[src/rtl/divider_sweep_ctrl_pkg.sv]
// Shared definitions for the divider sweep sequencer: state encoding and the
// default widths that must agree with the variable clock divider.
package divider_sweep_ctrl_pkg;

  localparam int BW_COUNT_DEFAULT = 5;
  localparam int BW_DWELL_DEFAULT = 8;

  typedef enum logic [1:0] {
    IDLE  = 2'd0,
    DWELL = 2'd1,
    STEP  = 2'd2
  } sweep_state_t;

endpackage

[src/rtl/divider_sweep_ctrl_rise_edge_counter.sv]
// Rising-edge detector plus period counter for a Clock-domain divided clock.
// Hit is combinational: high in the cycle whose edge brings the count to Terminal.
module rise_edge_counter #(
  parameter int bw_dwell = 8
) (
  input  logic                Clock,
  input  logic                Reset,
  input  logic                DivClock,
  input  logic                Clear,
  input  logic [bw_dwell-1:0] Terminal,
  output logic                Hit
);

  logic                prev;
  logic [bw_dwell-1:0] count;
  logic                rise;
  logic [bw_dwell:0]   count_next;

  assign rise       = DivClock & ~prev;
  assign count_next = {1'b0, count} + {{bw_dwell{1'b0}}, 1'b1};
  assign Hit        = rise && !Clear && (count_next == {1'b0, Terminal});

  always_ff @(posedge Clock) begin
    if (Reset) begin
      prev  <= 1'b0;
      count <= '0;
    end else begin
      prev <= DivClock;
      if (Clear) begin
        count <= '0;
      end else if (rise) begin
        count <= count_next[bw_dwell-1:0];
      end
    end
  end

endmodule

[src/rtl/divider_sweep_ctrl.sv]
// Sweeps the divider's ResetVal from StartVal toward EndVal, holding each value
// for DwellCycles rising edges of the divider output fed back on DivClock.
module divider_sweep_ctrl
  import divider_sweep_ctrl_pkg::*;
#(
  parameter int bw_count = BW_COUNT_DEFAULT,
  parameter int bw_dwell = BW_DWELL_DEFAULT
) (
  input  logic                Clock,
  input  logic                Reset,
  input  logic                Start,
  input  logic                Abort,
  input  logic                Mode,
  input  logic [bw_count-1:0] StartVal,
  input  logic [bw_count-1:0] EndVal,
  input  logic [bw_count-1:0] StepVal,
  input  logic [bw_dwell-1:0] DwellCycles,
  input  logic                DivClock,
  output logic [bw_count-1:0] ResetVal,
  output logic                Busy,
  output logic                Done,
  output logic [1:0]          DebugState
);

  // Handshake: Start is a one-cycle request accepted only while Busy=0 and
  // Abort=0; Busy rises the next cycle and Start is ignored until it falls.
  sweep_state_t        state;
  logic [bw_count-1:0] start_q;
  logic [bw_count-1:0] end_q;
  logic [bw_count-1:0] step_q;
  logic [bw_count-1:0] target_q;
  logic [bw_dwell-1:0] dwell_q;
  logic                mode_q;
  logic                up_q;
  logic                dwell_hit;
  logic [bw_count-1:0] turn_target;

  rise_edge_counter #(
    .bw_dwell(bw_dwell)
  ) u_edge_counter (
    .Clock   (Clock),
    .Reset   (Reset),
    .DivClock(DivClock),
    .Clear   (state != DWELL),
    .Terminal(dwell_q),
    .Hit     (dwell_hit)
  );

  // One step toward tgt, clamped so the value never passes tgt or wraps.
  function automatic logic [bw_count-1:0] step_toward(
    input logic [bw_count-1:0] cur,
    input logic [bw_count-1:0] tgt,
    input logic [bw_count-1:0] stp,
    input logic                up
  );
    logic [bw_count:0]   wide;
    logic [bw_count-1:0] res;
    if (up) begin
      wide = {1'b0, cur} + {1'b0, stp};
      res  = (wide > {1'b0, tgt}) ? tgt : wide[bw_count-1:0];
    end else begin
      wide = {1'b0, cur} - {1'b0, stp};
      res  = (wide[bw_count] || (wide[bw_count-1:0] < tgt)) ? tgt : wide[bw_count-1:0];
    end
    return res;
  endfunction

  assign turn_target = (target_q == end_q) ? start_q : end_q;
  assign DebugState  = state;

  always_ff @(posedge Clock) begin
    if (Reset) begin
      state    <= IDLE;
      ResetVal <= '0;
      Busy     <= 1'b0;
      Done     <= 1'b0;
      start_q  <= '0;
      end_q    <= '0;
      step_q   <= '0;
      target_q <= '0;
      dwell_q  <= '0;
      mode_q   <= 1'b0;
      up_q     <= 1'b0;
    end else begin
      Done <= 1'b0;
      case (state)
        IDLE: begin
          if (Start && !Abort) begin
            start_q  <= StartVal;
            end_q    <= EndVal;
            target_q <= EndVal;
            step_q   <= (StepVal == '0) ? {{(bw_count-1){1'b0}}, 1'b1} : StepVal;
            dwell_q  <= (DwellCycles == '0) ? {{(bw_dwell-1){1'b0}}, 1'b1} : DwellCycles;
            mode_q   <= Mode;
            up_q     <= (EndVal >= StartVal);
            ResetVal <= StartVal;
            Busy     <= 1'b1;
            state    <= DWELL;
          end
        end
        DWELL: begin
          if (Abort) begin
            Busy  <= 1'b0;
            state <= IDLE;
          end else if (dwell_hit) begin
            state <= STEP;
          end
        end
        STEP: begin
          if (Abort) begin
            Busy  <= 1'b0;
            state <= IDLE;
          end else if (ResetVal != target_q) begin
            ResetVal <= step_toward(ResetVal, target_q, step_q, up_q);
            state    <= DWELL;
          end else if (!mode_q) begin
            Done  <= 1'b1;
            Busy  <= 1'b0;
            state <= IDLE;
          end else begin
            // Ping-pong turn: reverse and take the first step in the same cycle.
            target_q <= turn_target;
            up_q     <= ~up_q;
            ResetVal <= step_toward(ResetVal, turn_target, step_q, ~up_q);
            state    <= DWELL;
          end
        end
        default: begin
          Busy  <= 1'b0;
          state <= IDLE;
        end
      endcase
    end
  end

endmodule
[config.mk]
export PLATFORM = sky130hd
export DESIGN_NAME = divider_sweep_ctrl
export DESIGN_NICKNAME = d
export VERILOG_FILES = /design/src/rtl/divider_sweep_ctrl_pkg.sv /design/src/rtl/divider_sweep_ctrl_rise_edge_counter.sv /design/src/rtl/divider_sweep_ctrl.sv
export SDC_FILE = /design/constraint.sdc
export NUM_CORES = 1
export LEC_CHECK = 0
export CAP_MARGIN = 20
export CORE_ASPECT_RATIO = 1.2
export CORE_MARGIN = 2
export CORE_UTILIZATION = 52
export DETAILED_ROUTE_END_ITERATION = 8
export GPL_TIMING_DRIVEN = 1
export PLACE_DENSITY_LB_ADDON = 0.2
export SETUP_SLACK_MARGIN = 0.5
export SYNTH_ARGS = -nofsm -noshare
export SYNTH_HDL_FRONTEND = slang
export SYNTH_HIERARCHICAL = 1
export SYNTH_SLANG_ARGS = --single-unit
[constraint.sdc]
create_clock -name Clock -period 3.4 [get_ports Clock]
set_clock_uncertainty 0.15 [all_clocks]
set_input_delay 0.51 -clock Clock [delete_from_list [all_inputs] [get_ports Clock]]
set_output_delay 0.51 -clock Clock [all_outputs]
set_load 0.02 [all_outputs]
==> impl_metrics.toml, run 1 <==
[power]
p_per_area_mw_per_mm2 = 419
p_total_mw = 2.02
leakage_nw = 1.94
irDropWorstVdd_uv = 253

[clocking]
clk_latency_ps = 310
cts-root-buf = "clkbuf_8"
clkSinkCount = 48
htreeDepth = 2
holdBufCountCts = 0
clkTransAtPathRegs_ps = 100
numCtsBuffers = 5
cts_buffer_depth = 2
cts_tree = "done"

[timing]
finalCritPeriodShare_pct = 92.4
setup_violations = 0
rsz0062_at_grt = "true"
finalHoldViolations = 0
slew_violations = 0
fin_tns_setup_ps = 0
fmax_mhz = 318
post-route-min-period_ps = 3140
worst_pin_slew_ps = 696
relSlewSlack_pct = 53.2
setup_ws_ps = 258

[detailed_routing]
drt-wirelength-per-cell_um = 17.6
drc = 0
dr.first_iter.drc_count = 211
drtAntennaViolNets = 0
vias_per_cell = 5.89
wl_mm = 10.9
vias = 3634
dr.pass1.iters = 5

[die]
start_util_pct = 53.9
pin_count = 38
die_h_um = 96.6
fp.dieW_um = 81.2
die-area_mm2 = 0.00784
core_mm2 = 0.00690
std_cell_rows = 33

[logic_synthesis]
syn_area_per_cell_um2 = 8.01
ys.flop_type = "dfxtp_1"
syn_inst = 464
synth-async-reset-ratio_pct = 0
synth_warnings = 6
synth_area_mm2 = 0.00371
synth_top_area_cell = "dfxtp_1"
syn-num-nets = 526
synth_cell_type_count = 71
synth_top_area_share_pct = 25.9
synth.area.top_cells = "dfxtp_1 (26%), ha_1 (10%), a21oi_1 (7.4%), nand2_1 (6.4%), xnor2_1 (5.2%)"
yosys_register_bits = 48
synth_edf_count = 0
yosysSeqAreaShare_pct = 25.9

[place]
place_inst = 592
portBuffers = 37
gp_congestion = 0.942
place_ws_ps = 11.1
dp_hpwl_mm = 8.07

[worst_hold_path]
min_path_type = "reg -> reg"
hold_end = "dwell_q[1]$_SDFFE_PP0P_"
min_delay_path_depth = 2
hold_start = "dwell_q[1]$_SDFFE_PP0P_"

[setup_path]
crit_arrival_ps = 3190
end_kind = "flop"
cp_max_fo = 6
critPathKind = "reg -> reg"
rr_worst_depth = 13
reg2reg_setup_slack_ps = 260
cp-start-kind = "flop"
required_ps = 3450
reg2reg_from = "ResetVal[0]$_SDFFE_PP0P_"
rr_endpoint = "ResetVal[0]$_SDFFE_PP0P_"

[layout]
multi_input_area_mm2 = 0.00281
instances_no_fill = 617
final_nets = 591
antenna_cells = 0
nFillCells = 553
final_layout_size_suffix_gt1_share_pct = 23.0
regArea_um2 = 980
syn_to_final_growth_pct = 30.1

[run]
drv_cap = 0

[grt]
grt_max_degree = 28
overflow = 0
grt_pass1_wl_mm = 16.5
antenna_found_initial = 0
gr-usage-all-layers_pct = 27.8
grt_pass1_vias = 3384

[run_status]
status = "complete, no violations"
## synth_stat cells, drive strengths merged, types with 2 or more instances
cell,count
nand3,9
or3,3
o22ai,2
o31ai,3
buf,5
o211ai,3
nor2b,5
clkbuf,15
and3,5
fa,2
o221ai,2
a21o,6
nor3,13
a211oi,13
nor2,42
dfxtp,48
mux2,6
a21oi,56
nand2b,6
nand2,63
xor2,10
a221oi,2
a21boi,2
ha,31
or2,4
a2111oi,2
o21a,2
xnor2,23
nand3b,2
o311ai,2
o22a,4
mux2i,13
nor4b,2
nor4,3
o21ai,8
inv,30
## power breakdown
group,internal (mW),switching (mW),total (mW),leakage [nW]
Clock,0.267,0.217,0.484,0.0669
Combinational,0.463,0.461,0.924,1.47
Sequential,0.587,0.0288,0.616,0.396
## flip-flops by register name, summed over array words and instances (netlist names)
name and flops:
mode_q 1, up_q 1, target_q 5, dwell_q 8, end_q 5, step_q 5
u_edge_counter/prev 1, Done 1, ResetVal 5, start_q 5, Busy 1, DebugState 2
u_edge_counter/count 8
## cell usage in the layout (no fill, tap or decap), types with 4 or more instances in the layout
master           netlist  final
a21oi_1               55     50
nor2b_1                5      5
nand3_1                7      7
a211oi_1              12     11
dfxtp_2                0      6
nand2_1               63     61
a21o_1                 6      6
ha_1                  31     24
xnor2_1               22     16
buf_4                  0     40
o21ai_0                8      5
ha_4                   0      5
nand2b_1               6      6
clkdlybuf4s50_1        0     37
dfxtp_1               48     39
nor3_1                13     11
clkbuf_8               0      5
inv_1                 28     25
xnor2_2                1      7
a21oi_2                1      5
and3_1                 5      4
mux2i_1               10     10
o22a_1                 4      4
nor2_1                40     38
xor2_1                10     10
mux2_4                 0      4
## stage by stage
step / hold slack [ps] / cell area, um2 / utilization (%)
after floorplan: 282 / 3840 / -
after global placement: 304 / 4420 / 64.1
after detailed placement: 314 / 4420 / 64.1
after CTS: 329 / 4720 / 68.5
after global routing: 350 / 4830 / 70.1
final: 327 / 4830 / 70.1
## kinds of logic (layout without fill, tap and decap cells)
logic type               after synthesis  count (layout)  share of synthesized area [%]
AO/OA/AOI/OAI                        121             121                           23.1
XOR/XNOR                              33              33                           7.98
adder cells (fa/ha/maj)               33              33                           11.5
buffers and inverters                 50             116                           5.29
flip-flops                            48              48                           25.9
multiplexers                          19              19                           5.86
AND/OR/NAND/NOR                      160             160                           20.4
## how the worst max path moves through the flow
stage / from / to / slack [ps] / cells after the start
after floorplan: ResetVal[2]$_SDFFE_PP0P_ / ResetVal[0]$_SDFFE_PP0P_ / 390 / 14
after global placement: ResetVal[0]$_SDFFE_PP0P_ / ResetVal[0]$_SDFFE_PP0P_ / 2 / 13
after detailed placement: ResetVal[0]$_SDFFE_PP0P_ / ResetVal[4]$_SDFFE_PP0P_ / 10 / 12
after CTS: step_q[1]$_SDFFE_PP0P_ / ResetVal[0]$_SDFFE_PP0P_ / 240 / 15
after global routing: ResetVal[0]$_SDFFE_PP0P_ / ResetVal[3]$_SDFFE_PP0P_ / 160 / 17
final: ResetVal[0]$_SDFFE_PP0P_ / ResetVal[0]$_SDFFE_PP0P_ / 260 / 13
## critical path, cell delays in order (launching register included)
cell and delay, ps:
dfxtp_4 370, ha_2 210, fa_2 380, a21oi_4 160, o21bai_4 110, xnor2_2 160, ha_1 330, a31oi_1 230
a21oi_2 90, buf_6 170, a21oi_2 120, mux2i_1 200, o21ai_1 110, a2111oi_4 260
## per-layer routing
layer	global-route usage [%]	vias to the layer above	wire length, um
li1	-	1768	-
met1	33.6	1726	4560
met2	50.3	109	5490
met3	2.70	31	470
met4	11.2	0	358
met5	0	-	0
## cell type report
type	count	area share, %
clock buffers	6	1.94
clock inverters	2	0.802
inverters	30	2.43
multi-input cells	366	58.2
flip-flops and latches	48	20.3
well taps	87	2.25
repair buffers	78	14.1
## timing repair
action,CTS,global route
buffers inserted,12,5
pin swaps,11,9
gates resized for setup,18,14
endpoints found under the setup margin,5,5
(Power assumes the default switching activity.)
==> run 2: changes to the inputs <==
--- a/config.mk
+++ b/config.mk
@@ -11,7 +11,7 @@
 export CORE_UTILIZATION = 52
 export DETAILED_ROUTE_END_ITERATION = 8
 export GPL_TIMING_DRIVEN = 1
-export PLACE_DENSITY_LB_ADDON = 0.2
+export PLACE_DENSITY = 0.77
 export SETUP_SLACK_MARGIN = 0.5
 export SYNTH_ARGS = -nofsm -noshare
 export SYNTH_HDL_FRONTEND = slang
==> run 2 against run 1 <==
Fmax decreased by 4.7%. Clock power rose by 4%. Core utilization grew 0.62 points. Largest power group unchanged.
==> impl_metrics.toml, run 2 (synthesis gave the netlist of run 1 again) <==
[run_status]
status = "complete, no violations"

[layout]
final_layout_size_suffix_gt1_share_pct = 24.4
final_nets = 593
reg_top3 = "dwell_q: 8 flops, u_edge_counter/count: 8 flops"
postLayoutCoreUtil_pct = 70.7
syn_to_final_growth_pct = 31.3
mostFrequentLayoutCells = "nand2_1 (61), a21oi_1 (51), buf_4 (42), nor2_1 (38), clkdlybuf4s50_1 (37)"
antenna_cells = 0
layout_commonest_cell = "nand2_1"

[worst_hold_path]
hold_start = "dwell_q[2]$_SDFFE_PP0P_"
min_path_type = "reg -> reg"
min_delay_path_depth = 2
hold_end = "dwell_q[2]$_SDFFE_PP0P_"

[detailed_routing]
drt-wirelength-per-cell_um = 17.2
wl_mm = 10.7
drtAntennaViolNets = 0
drc = 0
vias = 3674
dr.first_iter.drc_count = 221
dr.pass1.iters = 5
vias_per_cell = 5.94

[clocking]
clk_latency_ps = 310
cts_tree = "done"
cts-root-buf = "clkbuf_8"
clkTransAtPathRegs_ps = 90
cts_buffer_depth = 2
numCtsBuffers = 5
clkSinkCount = 48
htreeDepth = 2
holdBufCountCts = 0

[place]
gp_congestion = 0.950
portBuffers = 37
dp_hpwl_mm = 7.81

[setup_path]
rr_endpoint = "ResetVal[1]$_SDFFE_PP0P_"
cp_cell_sequence = "inv_4, ha_4, inv_2, fa_2, a21o_1, a21oi_2, xnor2_2, ha_1, nand2_1, a211oi_2, o22ai_4, buf_4, mux2_2, nor2_1, a21oi_1, o221a_1"
cpPeakStageDelay_ps = 370
required_ps = 3450
critPathKind = "reg -> reg"
reg2reg_setup_slack_ps = 100
end_kind = "flop"
crit_slowest_cell = "dfxtp_4"
cp_max_fo = 5
cp-start-kind = "flop"
reg2reg_from = "ResetVal[0]$_SDFFE_PP0P_"
rr_worst_depth = 16
crit_arrival_ps = 3350

[die]
die-area_mm2 = 0.00784
std_cell_rows = 33
die_h_um = 96.6
pin_count = 38
core_mm2 = 0.00690
start_util_pct = 53.9
fp.dieW_um = 81.2

[timing]
slew_violations = 0
relSlewSlack_pct = 49.7
setup_violations = 0
worst_pin_slew_ps = 753
post-route-min-period_ps = 3300
rsz0062_at_grt = "true"
fin_tns_setup_ps = 0
finalHoldViolations = 0
finalCritPeriodShare_pct = 97.0
fmax_mhz = 303

[grt]
grt_max_degree = 28
grt_pass1_vias = 3380
overflow = 0
grt_pass1_wl_mm = 16.3
antenna_found_initial = 0
gr-usage-all-layers_pct = 27.0

[power]
p_per_area_mw_per_mm2 = 424
irDropWorstVdd_uv = 235
leakage_nw = 1.93

[run]
drv_cap = 0
[run 2: cell count changes in the layout (fill, tap and decap cells not counted), moves of 2 or more]
cell / change
o21ai_1: -2
buf_4: +2
dfxtp_4: +2
dfxtp_1: -3
[run 2: metal layers]
metal / wire (um) / vias up / global-route usage (%)
met5: 0 / - / 0
met4: 230 / 0 / 8.90
met3: 543 / 28 / 3.44
met2: 5450 / 141 / 49.1
met1: 4440 / 1741 / 32.8
li1: - / 1764 / -
[run 2: how the worst max path moves through the flow]
| stage | endpoint | slack, ps | from | depth (start not counted) |
|---|---|---|---|---|
| 2_1_floorplan | ResetVal[0]$_SDFFE_PP0P_ | 390 | ResetVal[2]$_SDFFE_PP0P_ | 14 |
| 3_3_place_gp | ResetVal[2]$_SDFFE_PP0P_ | 120 | step_q[1]$_SDFFE_PP0P_ | 14 |
| 3_5_place_dp | ResetVal[0]$_SDFFE_PP0P_ | 110 | step_q[1]$_SDFFE_PP0P_ | 14 |
| 4_1_cts | ResetVal[0]$_SDFFE_PP0P_ | 200 | ResetVal[0]$_SDFFE_PP0P_ | 15 |
| 5_1_grt | ResetVal[0]$_SDFFE_PP0P_ | 10 | target_q[4]$_SDFFE_PP0P_ | 14 |
| 6_report | ResetVal[1]$_SDFFE_PP0P_ | 100 | ResetVal[0]$_SDFFE_PP0P_ | 16 |
[run 2: metrics by stage]
step / hold WS (ps) / cell area [um2] / total power [mW] / std cells / worst slack [ps]
6_report: 326 / 4880 / 2.07 / 619 / 103
5_1_grt: 350 / 4880 / 2.17 / 619 / 10.6
4_1_cts: 317 / 4700 / 1.98 / 611 / 195
3_5_place_dp: 301 / 4420 / 1.40 / 592 / 107
3_3_place_gp: 301 / 4420 / 1.39 / 592 / 122
2_1_floorplan: 282 / 3840 / 1.19 / 464 / 390
[run 2: final cells by class]
| class | instances | area [um2] |
|---|---|---|
| Multi-Input combinational cell | 366 | 2820 |
| Inverter | 30 | 118 |
| Timing Repair Buffer | 80 | 706 |
| Fill cell | 514 | 2020 |
| Clock inverter | 3 | 68.8 |
| Sequential cell | 48 | 988 |
| Clock buffer | 5 | 68.8 |
| Tap cell | 87 | 109 |
[run 2: worst max-delay path, delay by kind of cell (launching register included)]
| family | cells | cell delay, ps |
|---|---|---|
| AOI/OAI and AO/OA | 6 | 1140 |
| adders and majority gates | 3 | 770 |
| DFF | 1 | 370 |
| buffers and inverters | 3 | 260 |
| muxes | 1 | 260 |
| and+or+nand+nor | 2 | 160 |
| xor gates and xnor gates | 1 | 100 |
[run 2: power by group]
group | total (mW) | internal [mW] | switching [mW]
Combinational | 0.946 | 0.477 | 0.469
Sequential | 0.619 | 0.586 | 0.0331
Clock | 0.503 | 0.296 | 0.207
Total | 2.07 | 1.36 | 0.709
[run 2: what timing repair did]
| action | in CTS | in global routing |
|---|---|---|
| setup endpoints to repair | 5 | 5 |
| gates resized for setup | 11 | 24 |
| endpoints found under the hold margin | 0 | 0 |
| buffers inserted | 11 | 8 |
| gates cloned | 0 | 0 |
| pin swaps | 19 | 26 |
